==> src/rtl/mem_stream_pkg.sv <==
// Shared types for the sequential-memory streaming blocks (reader now, writer later).
package mem_stream_pkg;

   typedef enum logic [1:0] {
      IDLE  = 2'd0,
      RUN   = 2'd1,
      DRAIN = 2'd2,
      DONE  = 2'd3
   } rd_state_e;

   localparam int FIFO_DEPTH = 2;
   localparam int FIFO_CNT_W = $clog2(FIFO_DEPTH + 1);

endpackage

==> src/rtl/seq_mem_d1_reader_if.sv <==
// Memory-side and stream-side signals of the sequential memory reader.
interface seq_mem_d1_reader_if #(
   parameter int WIDTH    = 32,
   parameter int IDX_SIZE = 4
);
   logic [IDX_SIZE-1:0] mem_addr0;
   logic                mem_read_en;
   logic                mem_write_en;
   logic [WIDTH-1:0]    mem_in;
   logic [WIDTH-1:0]    mem_out;
   logic                mem_read_done;
   logic [WIDTH-1:0]    out_data;
   logic                out_valid;
   logic                out_ready;

   modport master (
      output mem_addr0, mem_read_en, mem_write_en, mem_in,
      input  mem_out, mem_read_done,
      output out_data, out_valid,
      input  out_ready
   );

   modport slave (
      input  mem_addr0, mem_read_en, mem_write_en, mem_in,
      output mem_out, mem_read_done,
      input  out_data, out_valid,
      output out_ready
   );
endinterface

==> src/rtl/stream_fifo2.sv <==
// Two-entry registered FIFO; head is a flop so dout is glitch-free and resets to 0.
module stream_fifo2
   import mem_stream_pkg::*;
#(
   parameter int WIDTH = 32
) (
   input  logic                  clk,
   input  logic                  reset,
   input  logic                  push,
   input  logic [WIDTH-1:0]      din,
   input  logic                  pop,
   output logic [WIDTH-1:0]      dout,
   output logic [FIFO_CNT_W-1:0] count,
   output logic                  full,
   output logic                  empty
);
   logic [WIDTH-1:0] head;
   logic [WIDTH-1:0] tail;
   logic             pop_ok;

   assign pop_ok = pop && (count != '0);
   assign empty  = (count == '0);
   assign full   = (count == FIFO_CNT_W'(FIFO_DEPTH));
   assign dout   = head;

   always_ff @(posedge clk) begin
      if (reset) begin
         count <= '0;
         head  <= '0;
         tail  <= '0;
      end else begin
         if (push && !pop_ok && !full) begin
            if (count == '0) head <= din;
            else             tail <= din;
            count <= count + 1'b1;
         end else if (!push && pop_ok) begin
            head  <= tail;
            count <= count - 1'b1;
         end else if (push && pop_ok) begin
            // count unchanged; at count 2 the tail moves up behind the new word
            if (count == FIFO_CNT_W'(1)) begin
               head <= din;
            end else begin
               head <= tail;
               tail <= din;
            end
         end
      end
   end

   a_no_overflow: assert property (@(posedge clk) disable iff (reset) !(push && full && !pop));

endmodule

==> src/rtl/seq_mem_d1_reader.sv <==
// Reads len consecutive words from a one-cycle sequential memory and streams them out.
module seq_mem_d1_reader
   import mem_stream_pkg::*;
#(
   parameter int WIDTH     = 32,
   parameter int SIZE      = 16,
   parameter int IDX_SIZE  = 4,
   parameter int LEN_WIDTH = 5
) (
   input  logic                 clk,
   input  logic                 reset,
   input  logic                 go,
   input  logic [IDX_SIZE-1:0]  base,
   input  logic [LEN_WIDTH-1:0] len,
   output logic                 done,
   output logic                 busy,
   seq_mem_d1_reader_if.master  bus
);
   rd_state_e state, state_nxt;

   logic [IDX_SIZE-1:0]   cur_addr;
   logic [IDX_SIZE-1:0]   addr_hold;
   logic [IDX_SIZE-1:0]   addr_inc;
   logic [LEN_WIDTH-1:0]  len_q;
   logic [LEN_WIDTH-1:0]  issued;
   logic [LEN_WIDTH-1:0]  popped;
   logic [LEN_WIDTH-1:0]  popped_nxt;
   logic                  inflight;
   logic                  rst_q;
   logic                  issue;
   logic                  credit_ok;
   logic                  push;
   logic                  pop;
   logic [FIFO_CNT_W-1:0] fifo_count;
   logic                  fifo_full;
   logic                  fifo_empty;
   logic [WIDTH-1:0]      fifo_head;

   // Words already owed to the FIFO (buffered + one in flight) must stay below 2 after this cycle's pop.
   assign credit_ok  = (3'(fifo_count) + 3'(inflight)) < (3'd2 + 3'(pop));
   assign pop        = !fifo_empty && bus.out_ready;
   // A read_done landing right after reset belongs to the abandoned transfer.
   assign push       = bus.mem_read_done && !rst_q;
   assign popped_nxt = popped + LEN_WIDTH'(pop);
   assign addr_inc   = (cur_addr == IDX_SIZE'(SIZE - 1)) ? '0 : cur_addr + 1'b1;

   always_comb begin
      state_nxt = state;
      issue     = 1'b0;
      case (state)
         IDLE: begin
            if (go) state_nxt = (len == '0) ? DONE : RUN;
         end
         RUN: begin
            issue = credit_ok;
            if (issue && (issued + LEN_WIDTH'(1) == len_q)) state_nxt = DRAIN;
         end
         DRAIN: begin
            if (popped_nxt == len_q) state_nxt = DONE;
         end
         DONE: begin
            state_nxt = IDLE;
         end
         default: state_nxt = IDLE;
      endcase
   end

   always_ff @(posedge clk) begin
      if (reset) begin
         state     <= IDLE;
         cur_addr  <= '0;
         addr_hold <= '0;
         len_q     <= '0;
         issued    <= '0;
         popped    <= '0;
         inflight  <= 1'b0;
      end else begin
         state    <= state_nxt;
         inflight <= issue;
         if (state == IDLE && go) begin
            cur_addr <= base;
            len_q    <= len;
            issued   <= '0;
            popped   <= '0;
         end else begin
            if (issue) begin
               cur_addr  <= addr_inc;
               addr_hold <= cur_addr;
               issued    <= issued + LEN_WIDTH'(1);
            end
            if (pop) popped <= popped_nxt;
         end
      end
   end

   always_ff @(posedge clk) rst_q <= reset;

   stream_fifo2 #(.WIDTH(WIDTH)) u_fifo (
      .clk   (clk),
      .reset (reset),
      .push  (push),
      .din   (bus.mem_out),
      .pop   (pop),
      .dout  (fifo_head),
      .count (fifo_count),
      .full  (fifo_full),
      .empty (fifo_empty)
   );

   assign bus.mem_read_en  = issue;
   assign bus.mem_addr0    = issue ? cur_addr : addr_hold;
   assign bus.mem_write_en = 1'b0;
   assign bus.mem_in       = '0;
   assign bus.out_valid    = !fifo_empty;
   assign bus.out_data     = fifo_head;
   assign done             = (state == DONE);
   assign busy             = (state != IDLE);

   a_credit: assert property (@(posedge clk) disable iff (reset) !(issue && fifo_full && !pop));

endmodule

==> src/flat_wrapper.sv <==
// flat-port wrapper written by rule: the top's interface ports become plain ports
module seq_mem_d1_reader_flat import mem_stream_pkg::*;
#(
   parameter int WIDTH     = 32,
   parameter int SIZE      = 16,
   parameter int IDX_SIZE  = 4,
   parameter int LEN_WIDTH = 5
)
  (clk, reset, go, base, len, done, busy, bus_mem_addr0, bus_mem_read_en, bus_mem_write_en, bus_mem_in, bus_mem_out, bus_mem_read_done, bus_out_data, bus_out_valid, bus_out_ready);
  seq_mem_d1_reader_if #(.WIDTH(WIDTH), .IDX_SIZE(IDX_SIZE)) bus_i ();
  input  logic clk;
  input  logic reset;
  input  logic go;
  input  logic [IDX_SIZE-1:0] base;
  input  logic [LEN_WIDTH-1:0] len;
  output logic done;
  output logic busy;
  output wire logic [$bits(bus_i.mem_addr0)-1:0] bus_mem_addr0;
  output wire logic [$bits(bus_i.mem_read_en)-1:0] bus_mem_read_en;
  output wire logic [$bits(bus_i.mem_write_en)-1:0] bus_mem_write_en;
  output wire logic [$bits(bus_i.mem_in)-1:0] bus_mem_in;
  input wire logic [$bits(bus_i.mem_out)-1:0] bus_mem_out;
  input wire logic [$bits(bus_i.mem_read_done)-1:0] bus_mem_read_done;
  output wire logic [$bits(bus_i.out_data)-1:0] bus_out_data;
  output wire logic [$bits(bus_i.out_valid)-1:0] bus_out_valid;
  input wire logic [$bits(bus_i.out_ready)-1:0] bus_out_ready;
  assign bus_mem_addr0 = bus_i.mem_addr0;
  assign bus_mem_read_en = bus_i.mem_read_en;
  assign bus_mem_write_en = bus_i.mem_write_en;
  assign bus_mem_in = bus_i.mem_in;
  assign bus_i.mem_out = bus_mem_out;
  assign bus_i.mem_read_done = bus_mem_read_done;
  assign bus_out_data = bus_i.out_data;
  assign bus_out_valid = bus_i.out_valid;
  assign bus_i.out_ready = bus_out_ready;
  seq_mem_d1_reader #(.WIDTH(WIDTH), .SIZE(SIZE), .IDX_SIZE(IDX_SIZE), .LEN_WIDTH(LEN_WIDTH)) u_core (.clk(clk), .reset(reset), .go(go), .base(base), .len(len), .done(done), .busy(busy), .bus(bus_i));
endmodule
==> config.mk <==
export PLATFORM = sky130hd
export DESIGN_NAME = seq_mem_d1_reader_flat
export DESIGN_NICKNAME = d
export VERILOG_FILES = /design/src/rtl/mem_stream_pkg.sv /design/src/rtl/seq_mem_d1_reader_if.sv /design/src/rtl/stream_fifo2.sv /design/src/rtl/seq_mem_d1_reader.sv /design/src/flat_wrapper.sv
export SDC_FILE = /design/constraint.sdc
export NUM_CORES = 1
export LEC_CHECK = 0
export BUFFER_PORTS_ARGS = -buffer_cell sky130_fd_sc_hd__buf_2
export CORE_MARGIN = 3
export CORE_UTILIZATION = 40
export DETAILED_ROUTE_END_ITERATION = 10
export PLACE_DENSITY = 0.68
export SYNTH_ARGS = -nofsm -noshare
export SYNTH_HDL_FRONTEND = slang
export SYNTH_SLANG_ARGS = --single-unit
==> constraint.sdc <==
create_clock -name clk -period 3.4 [get_ports clk]
set_input_delay 0.68 -clock clk [delete_from_list [all_inputs] [get_ports clk]]
set_output_delay 0.68 -clock clk [all_outputs]
set_load 0.1 [all_outputs]
==> results.yml, run 1 <==
yosys:
  netlist_area_um2: 4410
  synth_cells: 519
  yosysTopAreaCell: "dfxtp_1"
  yosysWarnings: 0
  ys_ff_latch: 93
  ys_types: 43
  synth_top_area_share_pct: 42.2
  synth_area_leaders: "dfxtp_1 42%, nand2_1 7.9%, mux2i_1 7.5%"
  async_reset_ff_share_pct: 0
  synth_edf_count: 0
  yosysSeqAreaShare_pct: 42.2
  syn-mean-instance-area_um2: 8.51
  synth_top_cells_by_count: "93 x dfxtp_1, 93 x nand2_1, 60 x nor2_1"
  synth_flop_cell: "dfxtp_1"
routing:
  drt_iter0_drc: 157
  drc: 0
  vias: 3626
  routed_wl_um: 9490
  avgRoutedWirePerCell_um: 13.0
  dr.pass1.iters: 4
  via_per_inst: 4.98
  final_antenna_net_count: 0
cells_and_area:
  fin_cells: 728
  area_growth_pct: 13.9
  fillers: 1030
  diodes: 0
  final_layout_size_suffix_gt1_share_pct: 19.6
  nets: 648
flow_run:
  max-cap-violations: 0
timing:
  period_needed_ns: 3.23
  relSlewSlack_pct: 47.0
  fin_setup_tns_ns: 0
  worst_pin_slew_ns: 0.794
  finalCritPeriodShare_pct: 94.9
  rsz0062_at_grt: "false"
  final_max_slew_viol_count: 0
  setup_ws_ns: 0.175
  clock_skew_ns: 0.00860
  setup_viol: 0
  fmax_ghz: 0.310
  hold_viol_final: 0
die:
  ios: 119
  core_area_um2: 10500
  die_h_um: 111
  num_rows: 37
  die_area_um2: 12300
  initial_core_util_pct: 42.0
  die_x_um: 111
grt:
  grtUsageTotal_pct: 15.6
  grt_pass1_wl_um: 15900
  grt_overflow: 0
  grt_max_degree: 65
  antenna_found_initial: 0
  grt_pass1_vias: 3418
critical_path:
  critical_path.endpoint_type: "primary output"
  worst_ep_required_time_ns: 2.72
  crit_fanout: 12
  worstSetupPathType: "flop to primary output"
  crit_arrival_ns: 2.55
  startpoint_type: "flop"
clock_network:
  cts.sinks: 93
  cts.path.max_buffers: 2
  cts_tree: "built"
  cts_made_buffers: 9
  cts_setup_buffers: 0
  root_buffer: "clkbuf_8"
  clk_pin_slew_worst_paths_ns: 0.08
  clk_latency_ns: 0.37
  cts_max_level: 3
  hold_buffers: 0
run_status:
  status: "finished, final reports clean"
power:
  leakagePower_uw: 0.00208
  cellPowerDensity_nw_per_um2: 838
  irDropWorstVdd_mv: 0.383
  total_power_uw: 4210
place:
  post-place-ws_ns: 0.365
  io_buffers: 85
  hpwl_um: 6590
  placed_cells: 713
  gp_congestion: 0.801
worst_hold_path:
  hp-class: "flop to flop"
[critical path, cell delays in order, from the launching register on]
cell and delay (ns):
dfxtp_1 0.38, inv_1 0.10, ha_1 0.25, or3b_1 0.43
a21oi_4 0.18, nand2_4 0.11, inv_6 0.12, mux2_1 0.35
buf_4 0.24
[state kept, by name, indices dropped and copies added, names as in the netlist]
name / flops
u_core.cur_addr: 4
u_core.u_fifo.dout: 32
u_core.state: 2
u_core.inflight: 1
u_core.u_fifo.count: 2
u_core.popped: 5
u_core.len_q: 5
u_core.u_fifo.tail: 32
u_core.issued: 5
u_core.rst_q: 1
u_core.addr_hold: 4
[cell usage in the layout (no fill, tap or decap), types with 3 or more instances in the layout]
cell type,instances
a21oi_1,44
xor2_1,6
mux2i_1,33
mux2_1,3
buf_2,82
nor2_1,60
buf_4,7
ha_1,14
clkbuf_8,12
conb_1,33
xnor2_1,13
nand3_1,3
dfxtp_1,93
a311oi_1,5
nor3_1,5
inv_1,8
a211oi_1,35
o21ai_0,6
nand4_1,3
nand2_1,93
[kinds of logic (layout without fill, tap and decap cells)]
logic type / count (synthesis) / after routing / share of synthesized area, %
flops: 93 / 93 / 42.2
fa+ha+maj: 14 / 14 / 3.97
other cells: 1 / 33 / 0.0850
compound gates: 99 / 99 / 14.5
simple gates: 182 / 182 / 17.3
mux: 36 / 36 / 8.25
buf+inv: 75 / 116 / 9.92
xor+xnor: 19 / 19 / 3.77
[where the power goes]
| part | internal (uW) | leakage (uW) | switching, uW |
|---|---|---|---|
| Sequential | 1260 | 0.000760 | 118 |
| Combinational | 443 | 0.00121 | 1610 |
| Clock | 396 | 0.000108 | 377 |
| Total | 2100 | 0.00208 | 2110 |
[final timing paths]
check	cells past startpoint	end	start	slack [ns]
max	8	bus_mem_addr0[0]	u_core.u_fifo.count[0]	0.17
min	2	u_core.u_fifo.tail[18]	u_core.u_fifo.tail[18]	0.46
max reg2reg	13	u_core.state[1]	u_core.u_fifo.count[0]	0.71
min reg2reg	2	u_core.u_fifo.tail[18]	u_core.u_fifo.tail[18]	0.46
[per-stage QoR]
step | cell area [um2] | util [%] | hold slack, ns
after floorplan | 4530 | - | 0.436
after global placement | 4790 | 45.6 | 0.440
after detailed placement | 4790 | 45.6 | 0.447
after CTS | 5010 | 47.6 | 0.459
after global routing | 5030 | 47.8 | 0.473
final | 5030 | 47.8 | 0.457
[layer usage]
metal  vias to the layer above  GRT usage, %  wire (um)
li1                       1839             -          -
met5                         -             0          0
met2                       109          26.2       4470
met4                         0          5.19        133
met1                      1668          18.8       4190
met3                        10          5.02        692
[timing repair]
action	in CTS	in global routing
pin swaps	0	1
setup endpoints to repair	1	4
gates resized for setup	1	8
[area by class of cell]
type | instances | area [um2] | area share, %
Sequential cell | 93 | 1860 | 37.0
Clock buffer | 12 | 165 | 3.29
Clock inverter | 3 | 43.8 | 0.871
Timing Repair Buffer | 90 | 483 | 9.61
Multi-Input combinational cell | 383 | 2260 | 44.9
Tap cell | 136 | 170 | 3.38
Inverter | 11 | 46.3 | 0.921
Note: power is estimated with default switching activity, not from simulation.
==> inputs of run 2 (changes only) <==
- RECOVER_POWER: not set -> 25
- clock period: 3.4 -> 3.6 ns (I/O delays scaled with it)
==> results.yml, run 2 (synthesis results as in run 1) <==
power:
  seqPwrFrac_pct: 33.4
  power_frac_comb_pct: 49.0
  leakagePower_uw: 0.00201
  clock_power_share_pct: 17.6
  total_power_uw: 3910
  cellPowerDensity_nw_per_um2: 787
  internal_power_uw: 1920
  irDropWorstVdd_mv: 0.467
  power.share.switching_pct: 50.8
  switchingPower_uw: 1990
critical_path:
  crit_family: "buffers and inverters"
  crit_cells: 8
  cp_num_buf_inv: 3
  critical_path.endpoint_type: "primary output"
  crit_path_top_delay_cell: "or3b_1"
  rr_worst_depth: 13
  crit_arrival_ns: 2.65
  crit_fanout: 12
  max_stage_delay_ns: 0.40
  worst_ep_required_time_ns: 2.88
  worstSetupPathType: "flop to primary output"
  worstPathCellList: "inv_1 > ha_1 > or3b_1 > a21oi_2 > nand2_2 > clkinv_2 > mux2_1 > buf_2"
  startpoint_type: "flop"
cells_and_area:
  final-seq-area_um2: 1860
  area_growth_pct: 12.5
  fin_cells: 730
  fillers: 1013
  nets: 650
  layout_common_cells: "93 x nand2_1, 93 x dfxtp_1, 73 x buf_2, 60 x nor2_1, 44 x a21oi_1"
  final_layout_size_suffix_gt1_share_pct: 17.4
  multiInputGateArea_um2: 2240
grt:
  grt_max_degree: 65
  grt_pass1_vias: 3417
  grtUsageTotal_pct: 15.1
  grt_pass1_wl_um: 15700
  grt_overflow: 0
  antenna_found_initial: 0
clock_network:
  root_buffer: "clkbuf_8"
  clk_latency_ns: 0.36
  cts.sinks: 93
  cts_tree: "built"
  cts_made_buffers: 9
  hold_buffers: 0
  cts.path.max_buffers: 2
  cts_max_level: 3
  cts_setup_buffers: 0
  cts_resized: 0
  clk_pin_slew_worst_paths_ns: 0.09
timing:
  clock_skew_ns: 0.00954
  worst_pin_slew_ns: 1.96
  hold_viol_final: 0
  fmax_ghz: 0.297
  relSlewSlack_pct: -30.5
  setup_ws_ns: 0.228
  final_max_slew_viol_count: 77
  timing.hold.ws_ns: 0.457
  fin_setup_tns_ns: 0
  finalCritPeriodShare_pct: 93.7
  setup_viol: 0
  rsz0062_at_grt: "false"
  period_needed_ns: 3.37
place:
  placed_cells: 715
  io_buffers: 85
  post-place-ws_ns: 0.475
  gp_congestion: 0.796
  hpwl_um: 6560
flow_run:
  max-cap-violations: 2
die:
  ios: 119
  die_x_um: 111
  core_area_um2: 10500
  die_area_um2: 12300
  die_h_um: 111
  initial_core_util_pct: 42.0
  num_rows: 37
worst_hold_path:
  hp-class: "flop to flop"
  hold_depth: 2
routing:
  dr.pass1.iters: 4
  drt_iter0_drc: 163
  final_antenna_net_count: 0
  drc: 0
  routed_wl_um: 9400
  vias: 3614
  avgRoutedWirePerCell_um: 12.9
  via_per_inst: 4.95
run_status:
  status: "finished with violations"
  violations: "capacitance limit, slew limit"
-- run 2: cell type report --
| cell class | count | share of cell area (%) |
|---|---|---|
| antenna | 1 | 0.0504 |
| clock buffer | 10 | 2.77 |
| clock inverter | 4 | 1.01 |
| inverter | 11 | 0.857 |
| multi-input combinational | 383 | 45.2 |
| sequential | 93 | 37.5 |
| tap | 136 | 3.43 |
| timing repair buffer | 92 | 9.17 |
-- run 2: path summary, 6_finish.rpt --
path,slack [ns],end,start
worst max-delay path,0.23,bus_mem_addr0[3],u_core.u_fifo.count[0]
worst min-delay path,0.46,u_core.u_fifo.tail[28],u_core.u_fifo.tail[28]
worst max register to register,0.87,u_core.state[0],u_core.u_fifo.count[0]
worst min register to register,0.46,u_core.u_fifo.tail[28],u_core.u_fifo.tail[28]
-- run 2: power groups by stage --
stage	clock [uW]	sequential (uW)	combinational, uW
2_1_floorplan	0	1880	1120
6_report	686	1310	1920
3_5_place_dp	0	1330	1930
5_1_grt	744	1330	2040
3_3_place_gp	0	1320	1910
4_1_cts	709	1300	1940
-- run 2: worst min-delay path: cells and delay by family (launching register included) --
kind | cells | cell delay [ns]
AND/OR/NAND/NOR | 1 | 0.05
flip-flops | 1 | 0.32
AO/OA/AOI/OAI | 1 | 0.05
-- run 2: per-layer routing --
layer / vias to the layer above / GRT usage, % / routed length, um
li1: 1832 / - / -
met1: 1677 / 18.7 / 4380
met3: 10 / 4.59 / 603
met4: 0 / 5.19 / 93
met2: 95 / 25.1 / 4330
met5: - / 0 / 0
-- run 2: through the flow --
| stage | instance area (um2) | util [%] |
|---|---|---|
| 2_1_floorplan | 4530 | - |
| 3_5_place_dp | 4800 | 45.6 |
| 6_report | 4960 | 47.2 |
| 4_1_cts | 4980 | 47.4 |
| 5_1_grt | 4960 | 47.2 |
| 3_3_place_gp | 4800 | 45.6 |
==> inputs of run 3 (changes only) <==
- PLACE_DENSITY: 0.68 -> 0.73
- clock period: 3.6 -> 3.7 ns (I/O delays scaled with it)
==> results.yml, run 3 (synthesis results as in run 1) <==
routing:
  drt_iter0_drc: 194
  vias: 3598
  avgRoutedWirePerCell_um: 13.2
  dr.pass1.iters: 4
  via_per_inst: 4.92
  routed_wl_um: 9680
  final_antenna_net_count: 0
  drc: 0
timing:
  worst_pin_slew_ns: 1.85
  fin_setup_tns_ns: 0
  hold_viol_final: 0
  relSlewSlack_pct: -23.4
  rsz0062_at_grt: "false"
  clock_skew_ns: 0.00999
  setup_viol: 0
  setup_ws_ns: 0.299
  final_max_slew_viol_count: 42
  fmax_ghz: 0.294
  finalCritPeriodShare_pct: 91.9
  period_needed_ns: 3.40
place:
  post-place-ws_ns: 0.542
  hpwl_um: 6880
  placed_cells: 715
  gp_congestion: 0.845
  io_buffers: 85
clock_network:
  cts.path.max_buffers: 2
  cts_resized: 0
  cts.sinks: 93
  cts_made_buffers: 9
  cts_max_level: 3
  cts_tree: "built"
  clk_latency_ns: 0.37
  hold_buffers: 0
  root_buffer: "clkbuf_8"
  cts_setup_buffers: 0
  clk_pin_slew_worst_paths_ns: 0.09
power:
  irDropWorstVdd_mv: 0.555
  seqPwrFrac_pct: 32.9
  switchingPower_uw: 1940
  power.share.switching_pct: 50.3
  power_frac_comb_pct: 48.4
  internal_power_uw: 1920
  total_power_uw: 3870
  cellPowerDensity_nw_per_um2: 773
  clock_power_share_pct: 18.7
  leakagePower_uw: 0.00207
cells_and_area:
  nets: 650
  fin_cells: 731
  final_layout_size_suffix_gt1_share_pct: 19.0
  multiInputGateArea_um2: 2240
  diodes: 0
  mostFrequentLayoutCell: "nand2_1"
  fillers: 989
  area_growth_pct: 13.2
  final_util_pct: 47.6
  final-seq-area_um2: 1860
  layout_common_cells: "94 x nand2_1, 93 x dfxtp_1, 84 x buf_2, 60 x nor2_1, 44 x a21oi_1"
critical_path:
  startpoint_type: "flop"
  crit_fanout: 12
  critical_path.endpoint_type: "primary output"
  rr_worst_depth: 13
  rr_startpoint: "u_core.u_fifo.count[1]"
  r2r_end: "u_core.state[0]"
  worstSetupPathType: "flop to primary output"
  crit_arrival_ns: 2.66
  rrSetupSlack_ns: 0.86
  worst_ep_required_time_ns: 2.96
die:
  ios: 119
  die_x_um: 111
  initial_core_util_pct: 42.0
  num_rows: 37
  core_area_um2: 10500
  die_area_um2: 12300
  die_h_um: 111
grt:
  antenna_found_initial: 0
  grt_pass1_wl_um: 16200
  grt_max_degree: 57
  grt_pass1_vias: 3315
  grtUsageTotal_pct: 15.9
  grt_overflow: 0
worst_hold_path:
  hp-class: "flop to flop"
  hold_depth: 2
  holdCritStartpoint: "u_core.u_fifo.tail[30]"
  worstHoldEndpoint: "u_core.u_fifo.tail[30]"
run_status:
  violations: "capacitance limit, slew limit"
  status: "finished with violations"
flow_run:
  max-cap-violations: 1
-- run 3: layer usage --
metal,wire (um),up-vias,global-route usage (%)
met2,4520,102,25.3
met4,97,0,4.14
met1,4330,1660,20.2
met5,0,-,0
li1,-,1829,-
met3,735,7,6.33
-- run 3: through the flow --
step | hold slack (ns) | area (um2)
5_1_grt | 0.476 | 5000
6_report | 0.458 | 5000
2_1_floorplan | 0.436 | 4530
3_5_place_dp | 0.446 | 4800
4_1_cts | 0.459 | 5010
3_3_place_gp | 0.441 | 4800
-- run 3: worst max-delay path by stage --
stage                                   to              startpoint
final                     bus_mem_addr0[1]  u_core.u_fifo.count[0]
after global placement    bus_mem_addr0[1]           bus_out_ready
after CTS                 bus_mem_addr0[1]  u_core.u_fifo.count[1]
after detailed placement  bus_mem_addr0[1]           bus_out_ready
after global routing      bus_mem_addr0[1]  u_core.u_fifo.count[0]
after floorplan           bus_mem_addr0[0]           bus_out_ready
-- run 3: cell type report --
class	count	area share, %
Clock buffer	13	3.38
Tap cell	136	3.41
Sequential cell	93	37.3
Clock inverter	3	0.851
Multi-Input combinational cell	383	44.9
Timing Repair Buffer	92	9.39
Inverter	11	0.851
-- run 3: power by group through the flow --
stage / Sequential (uW) / Clock [uW] / Combinational, uW
after global placement: 1280 / 0 / 1860
final: 1270 / 723 / 1870
after global routing: 1290 / 789 / 1990
after CTS: 1270 / 753 / 1890
after detailed placement: 1290 / 0 / 1880
after floorplan: 1830 / 0 / 1090
-- run 3: critical path, cell delays in order (launching register included) --
cell and delay, ns:
dfxtp_1 0.38, inv_1 0.10, ha_1 0.24, or3b_1 0.41, a21oi_2 0.20, nand2_2 0.14
clkinv_2 0.17, mux2_1 0.35, buf_2 0.30
